[src/rtl/rv32_data_bus_ctrl.sv]
// Load/store bus master: issues valid/ready data-bus requests for the execute-stage
// memory op and returns aligned, extended load data or fault causes one cycle later.
module rv32_data_bus_ctrl #(
    parameter int unsigned TIMEOUT = 64
) (
    input  logic        clk,
    input  logic        reset_n,
    input  logic        op_read_in,
    input  logic        op_write_in,
    input  logic [1:0]  op_width_in,
    input  logic        op_unsigned_in,
    input  logic [31:0] op_address_in,
    input  logic [31:0] op_write_value_in,
    input  logic        kill_in,
    output logic [31:0] data_address_out,
    output logic        data_read_out,
    output logic        data_write_out,
    output logic [3:0]  data_write_mask_out,
    output logic [31:0] data_write_value_out,
    input  logic [31:0] data_read_value_in,
    input  logic        data_ready_in,
    output logic        mem_load_valid_out,
    output logic [31:0] mem_read_value_out,
    output logic        mem_trap_out,
    output logic [3:0]  mem_trap_cause_out
);

    localparam int unsigned CNT_W = (TIMEOUT < 4) ? 2 : $clog2(TIMEOUT + 1);

    localparam logic [3:0] CAUSE_LOAD_MISALIGN  = 4'd4;
    localparam logic [3:0] CAUSE_LOAD_FAULT     = 4'd5;
    localparam logic [3:0] CAUSE_STORE_MISALIGN = 4'd6;
    localparam logic [3:0] CAUSE_STORE_FAULT    = 4'd7;

    typedef enum logic [1:0] {
        IDLE  = 2'd0,
        WAIT  = 2'd1,
        DRAIN = 2'd2
    } state_t;

    state_t state, state_next;

    logic [29:0]      lat_addr;
    logic             lat_read;
    logic             lat_write;
    logic [3:0]       lat_mask;
    logic [31:0]      lat_value;
    logic [1:0]       lat_width;
    logic             lat_unsigned;
    logic [1:0]       lat_off;
    logic [CNT_W-1:0] cnt;

    logic        op_any;
    logic        misaligned;
    logic        issue;
    logic        expired;
    logic [3:0]  in_mask;
    logic [31:0] in_value;
    logic [1:0]  cur_width;
    logic        cur_unsigned;
    logic [1:0]  cur_off;
    logic [31:0] shifted;
    logic [31:0] load_ext;
    logic        done_load;
    logic        trap_next;
    logic [3:0]  cause_next;

    // Request decode from the execute-stage op
    always_comb begin
        op_any     = op_read_in | op_write_in;
        misaligned = ((op_width_in == 2'd1) && op_address_in[0]) ||
                     (op_width_in[1] && (op_address_in[1:0] != 2'b00));
        issue      = reset_n && (state == IDLE) && op_any && !misaligned && !kill_in;
        expired    = (TIMEOUT != 0) && ((32'(cnt) + 32'd2) >= TIMEOUT);
        case (op_width_in)
            2'd0:    in_mask = 4'(4'b0001 << op_address_in[1:0]);
            2'd1:    in_mask = 4'(4'b0011 << op_address_in[1:0]);
            default: in_mask = 4'b1111;
        endcase
        case (op_width_in)
            2'd0:    in_value = {4{op_write_value_in[7:0]}};
            2'd1:    in_value = {2{op_write_value_in[15:0]}};
            default: in_value = op_write_value_in;
        endcase
    end

    // Load alignment uses live inputs on a zero-wait hit, latched values otherwise
    always_comb begin
        cur_width    = (state == IDLE) ? op_width_in       : lat_width;
        cur_unsigned = (state == IDLE) ? op_unsigned_in    : lat_unsigned;
        cur_off      = (state == IDLE) ? op_address_in[1:0] : lat_off;
        shifted      = data_read_value_in >> {cur_off, 3'b000};
        case (cur_width)
            2'd0:    load_ext = cur_unsigned ? {24'd0, shifted[7:0]}
                                             : {{24{shifted[7]}}, shifted[7:0]};
            2'd1:    load_ext = cur_unsigned ? {16'd0, shifted[15:0]}
                                             : {{16{shifted[15]}}, shifted[15:0]};
            default: load_ext = shifted;
        endcase
    end

    always_ff @(posedge clk) begin
        if (!reset_n) state <= IDLE;
        else          state <= state_next;
    end

    // Next state and completion/trap events
    always_comb begin
        state_next = state;
        done_load  = 1'b0;
        trap_next  = 1'b0;
        cause_next = 4'd0;
        case (state)
            IDLE: begin
                if (reset_n && op_any && !kill_in) begin
                    if (misaligned) begin
                        trap_next  = 1'b1;
                        cause_next = op_write_in ? CAUSE_STORE_MISALIGN : CAUSE_LOAD_MISALIGN;
                    end else if (data_ready_in) begin
                        done_load = op_read_in;
                    end else begin
                        state_next = WAIT;
                    end
                end
            end
            WAIT: begin
                if (data_ready_in) begin
                    state_next = IDLE;
                    done_load  = lat_read && !kill_in;
                end else if (expired) begin
                    state_next = IDLE;
                    trap_next  = !kill_in;
                    cause_next = kill_in ? 4'd0 :
                                 (lat_write ? CAUSE_STORE_FAULT : CAUSE_LOAD_FAULT);
                end else if (kill_in) begin
                    state_next = DRAIN;
                end
            end
            DRAIN: begin
                if (data_ready_in || expired) state_next = IDLE;
            end
            default: state_next = IDLE;
        endcase
    end

    // Bus outputs: live in IDLE, held from latches while waiting
    always_comb begin
        data_address_out     = 32'd0;
        data_read_out        = 1'b0;
        data_write_out       = 1'b0;
        data_write_mask_out  = 4'd0;
        data_write_value_out = 32'd0;
        if (state == IDLE) begin
            if (issue) begin
                data_address_out = {op_address_in[31:2], 2'b00};
                data_read_out    = op_read_in;
                data_write_out   = op_write_in;
                if (op_write_in) begin
                    data_write_mask_out  = in_mask;
                    data_write_value_out = in_value;
                end
            end
        end else begin
            data_address_out     = {lat_addr, 2'b00};
            data_read_out        = lat_read;
            data_write_out       = lat_write;
            data_write_mask_out  = lat_mask;
            data_write_value_out = lat_value;
        end
    end

    always_ff @(posedge clk) begin
        if (!reset_n) begin
            lat_addr           <= '0;
            lat_read           <= 1'b0;
            lat_write          <= 1'b0;
            lat_mask           <= '0;
            lat_value          <= '0;
            lat_width          <= '0;
            lat_unsigned       <= 1'b0;
            lat_off            <= '0;
            cnt                <= '0;
            mem_load_valid_out <= 1'b0;
            mem_read_value_out <= '0;
            mem_trap_out       <= 1'b0;
            mem_trap_cause_out <= '0;
        end else begin
            if (issue) begin
                lat_addr     <= op_address_in[31:2];
                lat_read     <= op_read_in;
                lat_write    <= op_write_in;
                lat_mask     <= op_write_in ? in_mask : 4'd0;
                lat_value    <= op_write_in ? in_value : 32'd0;
                lat_width    <= op_width_in;
                lat_unsigned <= op_unsigned_in;
                lat_off      <= op_address_in[1:0];
                cnt          <= '0;
            end else if (state != IDLE) begin
                cnt <= cnt + CNT_W'(1);
            end
            mem_load_valid_out <= done_load;
            mem_read_value_out <= done_load ? load_ext : 32'd0;
            mem_trap_out       <= trap_next;
            mem_trap_cause_out <= cause_next;
        end
    end

endmodule

[config.mk]
export PLATFORM = sky130hd
export DESIGN_NAME = rv32_data_bus_ctrl
export DESIGN_NICKNAME = d
export VERILOG_FILES = /design/src/rtl/rv32_data_bus_ctrl.sv
export SDC_FILE = /design/constraint.sdc
export NUM_CORES = 1
export LEC_CHECK = 0
export CORE_ASPECT_RATIO = 2
export CORE_UTILIZATION = 48
export CTS_BUF_LIST = sky130_fd_sc_hd__clkbuf_8 sky130_fd_sc_hd__clkbuf_16
export DETAILED_ROUTE_END_ITERATION = 16
export PLACE_DENSITY_LB_ADDON = 0.15
export SYNTH_ARGS = -nofsm -noshare
export SYNTH_HDL_FRONTEND = slang
export SYNTH_SLANG_ARGS = --single-unit
export TNS_END_PERCENT = 10
[constraint.sdc]
create_clock -name clk -period 4.55 [get_ports clk]
set_clock_uncertainty 0.2 [all_clocks]
set_input_delay 0.455 -clock clk [delete_from_list [all_inputs] [get_ports clk]]
set_output_delay 0.455 -clock clk [all_outputs]
set_load 0.005 [all_outputs]
Word-level counts from Yosys, hierarchy flattened. Index checks and enable logic that the tools add are counted. Widths: inputs -> output; s select.

Output and inout port bits: 108. Logic and storage cells: 98. Bits in registers: 120. Input port bits: 105.

Equality and inequality tests: 9. Magnitude comparators: 1. Bitwise operators: 2. Add/subtract/negate cells: 2. Reductions and logical operators: 21. Shifts and indexed selects: 3. Multiplexer cells: 46.

Operator list (number): $mux 32 (7); $pmux 32 s2 (2); $shr 32x5->32 (1); $mux 2 (11); $mux 3 (5); $mux 1 (13); $mux 4 (3); $logic_and 1x1->1 (9); $add 7x2->8 const B (1); $ge 8x7->1 const B (1); $pmux 4 s2 (1); $add 7x1->7 const B (1); $eq 2x1->1 const B (3); $logic_not 2->1 (3); $ne 2x2->1 const B (3); $pmux 2 s3 (1); $pmux 3 s2 (1); $reduce_and 5->1 (1); $ne 4x4->1 const B (1); $pmux 1 s2 (2); $reduce_bool 2->1 (2); $shl 1x2->4 const A (1); $shl 2x2->4 const A (1); $eq 2x2->1 const B (1); other kinds (7) (9).

Longest topological paths before layout.
Depth in word-level cells: 8. Mapped depth: 9. Gate-level depth less buffers: 5.

Least setup slack after synthesis. No wires, ideal clock.

Path kind: in2out. From: in op_width_in[0]. To: out data_address_out[10]. Slack: 2.130 ns. Stages: 6. Buffers on the path: 3. Data arrival time: 1.765 ns. Data required time: 3.895 ns. Cells stage by stage: buf_2 > o21a_2 > nor4b_4 > buf_2 > buf_2 > a22o_1.

Word-level cells in the longest chain between the ends: 8.

Ends and longest elaborated chain: start: declaration (RTL line 10) `input logic [1:0] op_width_in,`; $eq 2x1->1 (RTL line 71) `misaligned = ((op_width_in == 2'd1) && op_address_in[0]) ||`; $logic_and 1x1->1 (RTL line 71); $logic_or 1x1->1 (RTL line 71); $logic_not 1->1 (RTL line 73) `issue = reset_n && (state == IDLE) && op_any && !misaligned && !kill_in;`; $logic_and 1x1->1 (2 in series) (RTL line 73); $mux 32 (RTL line 154) `if (issue) begin`; $mux 32 (RTL line 153) `if (state == IDLE) begin`; end: declaration (RTL line 15) `output logic [31:0] data_address_out,`.

Every way passes these cells.

Worst setup path in the final report.
From: reg state[0]. To: out data_address_out[2].

Word-level cells in the longest chain between the ends: 7.

Ends and longest elaborated chain: start: declaration (RTL line 41) `state_t state, state_next;`; start signal: assignment (RTL line 104) `else state <= state_next;`; $logic_not 2->1 * (RTL line 73, 153); $logic_and 1x1->1 (4 in series) (RTL line 73); $mux 32 (RTL line 154); $mux 32 * (RTL line 153).

Mark *: on every way between the ends. The rest lies on a longest branch, timed or not.

==> flow_summary.json <==
{
  "status": "completed",
  "place.gp.congestion": 0.906,
  "hold_viol_final": 0,
  "power_density_mw_per_mm2": 334,
  "met1_usage_pct": 25.9,
  "hold_path_depth": 1,
  "cts_buffer_depth": 2,
  "ys_ff_latch": 118,
  "drcViolationCount": 0,
  "tightest_slew_ns": 0.914,
  "final_nets": 900,
  "r2r-start": "state[0]$_SDFFE_PN0P_",
  "post_cts.repair.setup_buffers": 0,
  "multi_input_area_mm2": 0.00304,
  "syn_area_mm2": 0.00570,
  "dp.cells": 918,
  "dieArea_mm2": 0.0123,
  "via_per_inst": 5.72,
  "r2r-end": "mem_read_value_out[27]$_SDFF_PN0_",
  "reg2reg_depth": 5,
  "p_leak_nw": 3.64,
  "num-fill-cells": 896,
  "hp-start": "lat_mask[2]$_SDFFE_PN0P_",
  "synth_edf_count": 0,
  "root_buffer": "clkbuf_16",
  "syn_avg_cell_area_um2": 9.37,
  "crit_required_ns": 3.89,
  "portBuffers": 209,
  "n_antenna_cell": 0,
  "ctsResizeCount": 0,
  "p_clk_share_pct": 48.8,
  "num_rows": 56,
  "first_pass_iters": 5,
  "worstPathMaxFanout": 43,
  "drt_iter0_drc": 260,
  "p_sw_share_pct": 24.5,
  "core_mm2": 0.0116,
  "p_seq_share_pct": 38.8,
  "num_vias": 5426,
  "drv_cap": 0,
  "min_period_ns": 3.82,
  "drive_gt1_share_pct": 9.95,
  "clk_latency_ns": 0.41,
  "critPathLaunchType": "flop",
  "overflow": 0,
  "endpoint_kind": "output port",
  "p_comb_share_pct": 12.4,
  "r2r_slack_ns": 1.29,
  "numCtsBuffers": 17,
  "power.switching_mw": 0.686,
  "cts_tree": "yes",
  "ctsHoldBuffers": 0,
  "clock_sinks": 118,
  "area_growth_syn_to_layout_pct": 46.9,
  "max_freq_mhz": 262,
  "wl_um": 17200,
  "grt_pass1_vias": 5425,
  "drv_slew": 0,
  "yosys_most_used_dff": "dfxtp_1",
  "grt_use_total_pct": 27.6,
  "finalSetupTns_ns": 0,
  "place.detailed.hpwl_um": 12500,
  "synth_warnings": 0,
  "htreeDepth": 4,
  "die_h_um": 156,
  "stdcell_count": 949,
  "busiest_layer": "met2",
  "intPower_mw": 2.11,
  "min_path_type": "flop to flop",
  "ir_worst_vdd_uv": 281,
  "ios": 213,
  "rsz0062_at_grt": "no",
  "relSlewSlack_pct": 39.0,
  "yosysSeqAreaShare_pct": 41.4,
  "ant_nets": 0,
  "antenna_found_initial": 0,
  "whs_endpoint": "lat_mask[2]$_SDFFE_PN0P_",
  "cp_data_arrival_time_ns": 3.17,
  "synthCells": 608,
  "grt_util_met3_pct": 6.32,
  "crit_type": "flop to output port",
  "setup_violations": 0,
  "grtUsageMet2_pct": 52.9,
  "avgRoutedWirePerCell_um": 18.1,
  "path_clk_slew_ns": 0.06,
  "start_util_pct": 49.0,
  "register_area_mm2": 0.00236,
  "grt_first_pass_wirelength_um": 26200,
  "grt_max_degree": 54,
  "yosysUniqueCellTypes": 65,
  "synthArstFlopShare_pct": 0,
  "die_w_um": 79.1,
  "finalCritPeriodShare_pct": 84.0
}
[power by group through the flow]
stage	Combinational (mW)	Sequential [mW]	Clock (mW)
6_report	0.347	1.08	1.37
5_1_grt	0.372	1.09	1.42
4_1_cts	0.347	1.08	1.37
3_5_place_dp	0.344	1.11	0
3_3_place_gp	0.339	1.10	0
2_1_floorplan	0.172	1.10	0
[cells by family (layout without fill, tap and decap cells)]
kind of cell / count (synthesis) / count (layout) / share of synthesized area (%)
adder cells (fa/ha/maj): 3 / 3 / 0.659
AO/OA/AOI/OAI: 220 / 220 / 30.2
other: 1 / 3 / 0.0658
multiplexers: 33 / 33 / 6.30
XOR/XNOR: 7 / 7 / 1.08
AND/OR/NAND/NOR: 165 / 165 / 14.7
flip-flops: 118 / 118 / 41.4
buffers and inverters: 61 / 255 / 5.51
[cells in the final DEF, fill, tap and decap left out, types with 2 or more instances in the layout]
master	count
o21ai_2	2
dfxtp_1	118
clkinv_4	5
bufinv_16	3
a22oi_1	2
nand3_1	9
and2_1	5
a22o_1	76
a31oi_2	11
inv_6	2
nor4b_1	3
nor3_1	3
o21bai_1	2
xnor2_1	4
o22ai_1	4
a21oi_1	29
mux2i_1	22
ha_1	3
clkinvlp_4	3
or3b_1	2
a21o_1	54
inv_1	5
o31ai_1	2
o21ai_0	14
clkdlybuf4s50_1	209
clkbuf_16	17
buf_4	11
conb_1	3
nor2_2	2
and3_1	8
a311oi_1	7
nor2_1	43
nand2_1	61
nand2b_1	7
mux2_2	8
a31oi_1	7
xor2_1	3
or2_2	2
nor2b_1	5
[stage by stage]
| step | hold WS [ns] | utilization, % | worst slack (ns) | total power, mW | instance area [um2] |
|---|---|---|---|---|---|
| final | 0.253 | 72.0 | 0.727 | 2.80 | 8370 |
| after global routing | 0.268 | 72.0 | 0.540 | 2.88 | 8370 |
| after detailed placement | 0.240 | 66.8 | 0.813 | 1.45 | 7770 |
| after global placement | 0.230 | 66.8 | 0.979 | 1.44 | 7770 |
| after floorplan | 0.223 | - | 2.13 | 1.27 | 5710 |
| after CTS | 0.257 | 72.0 | 0.715 | 2.81 | 8370 |
[worst max path at each step]
stage          slack [ns]                   from  cells after the start              endpoint
2_1_floorplan        2.13         op_width_in[0]                      6  data_address_out[10]
3_3_place_gp         0.98                reset_n                      6  data_address_out[15]
3_5_place_dp         0.81                reset_n                      6   data_address_out[2]
4_1_cts              0.71  state[0]$_SDFFE_PN0P_                      4   data_address_out[2]
5_1_grt              0.54  state[0]$_SDFFE_PN0P_                      4  data_address_out[21]
6_report             0.73  state[0]$_SDFFE_PN0P_                      4   data_address_out[2]
[registers in the layout, indices dropped and copies added (netlist names), 2 cells and up]
| register | count |
|---|---|
| lat_off | 2 |
| lat_width | 2 |
| state | 2 |
| lat_value | 32 |
| mem_read_value_out | 32 |
| cnt | 7 |
| lat_mask | 4 |
| lat_addr | 30 |
| mem_trap_cause_out | 2 |
[critical path: stages, from the launching register on]
cell             delay, ns
dfxtp_1               0.69
or2_2                 0.83
buf_4                 0.48
a22o_1                0.21
clkdlybuf4s50_1       0.52
[final cells by class]
type | count | area share, %
sequential | 118 | 28.2
timing repair buffer | 220 | 26.0
clock inverter | 14 | 2.12
tap | 145 | 2.17
clock buffer | 17 | 5.08
multi-input combinational | 431 | 36.3
inverter | 4 | 0.179
[cells in the mapped netlist (3+ instances only)]
cell type  count  area [um2]
o21ai_0       14        70.1
a311oi_1       7        61.3
nand2b_1       7        43.8
a31oi_1        7        43.8
and3_1         8        50.1
xor2_1         3        26.3
a21oi_1       29         145
buf_6          4        45.0
nor4b_1        3        26.3
nand3_1        9        45.0
buf_2         17        85.1
nand2_1       61         229
mux2i_1       22         220
clkbuf_1      25        93.8
ha_1           3        37.5
a31oi_2       11         138
nor2_1        43         161
nor2b_1        6        37.5
and2_1         5        31.3
mux2_2         8        90.1
a22o_1        76         666
dfxtp_1      118        2360
nor3_1         3        15.0
a21o_1        54         405
xnor2_1        4        35.0
o22ai_1        4        25.0
buf_4          9        67.6
inv_1          4        15.0
[routing by layer]
layer | vias to the layer above | part of all wire (%) | wire (um)
met3 | 43 | 5.5 | 948
li1 | 2582 | - | -
met5 | - | 0 | 0
met1 | 2591 | 34 | 5910
met4 | 0 | 3.7 | 638
met2 | 210 | 56 | 9690
Note: power is estimated with default switching activity, not from simulation.
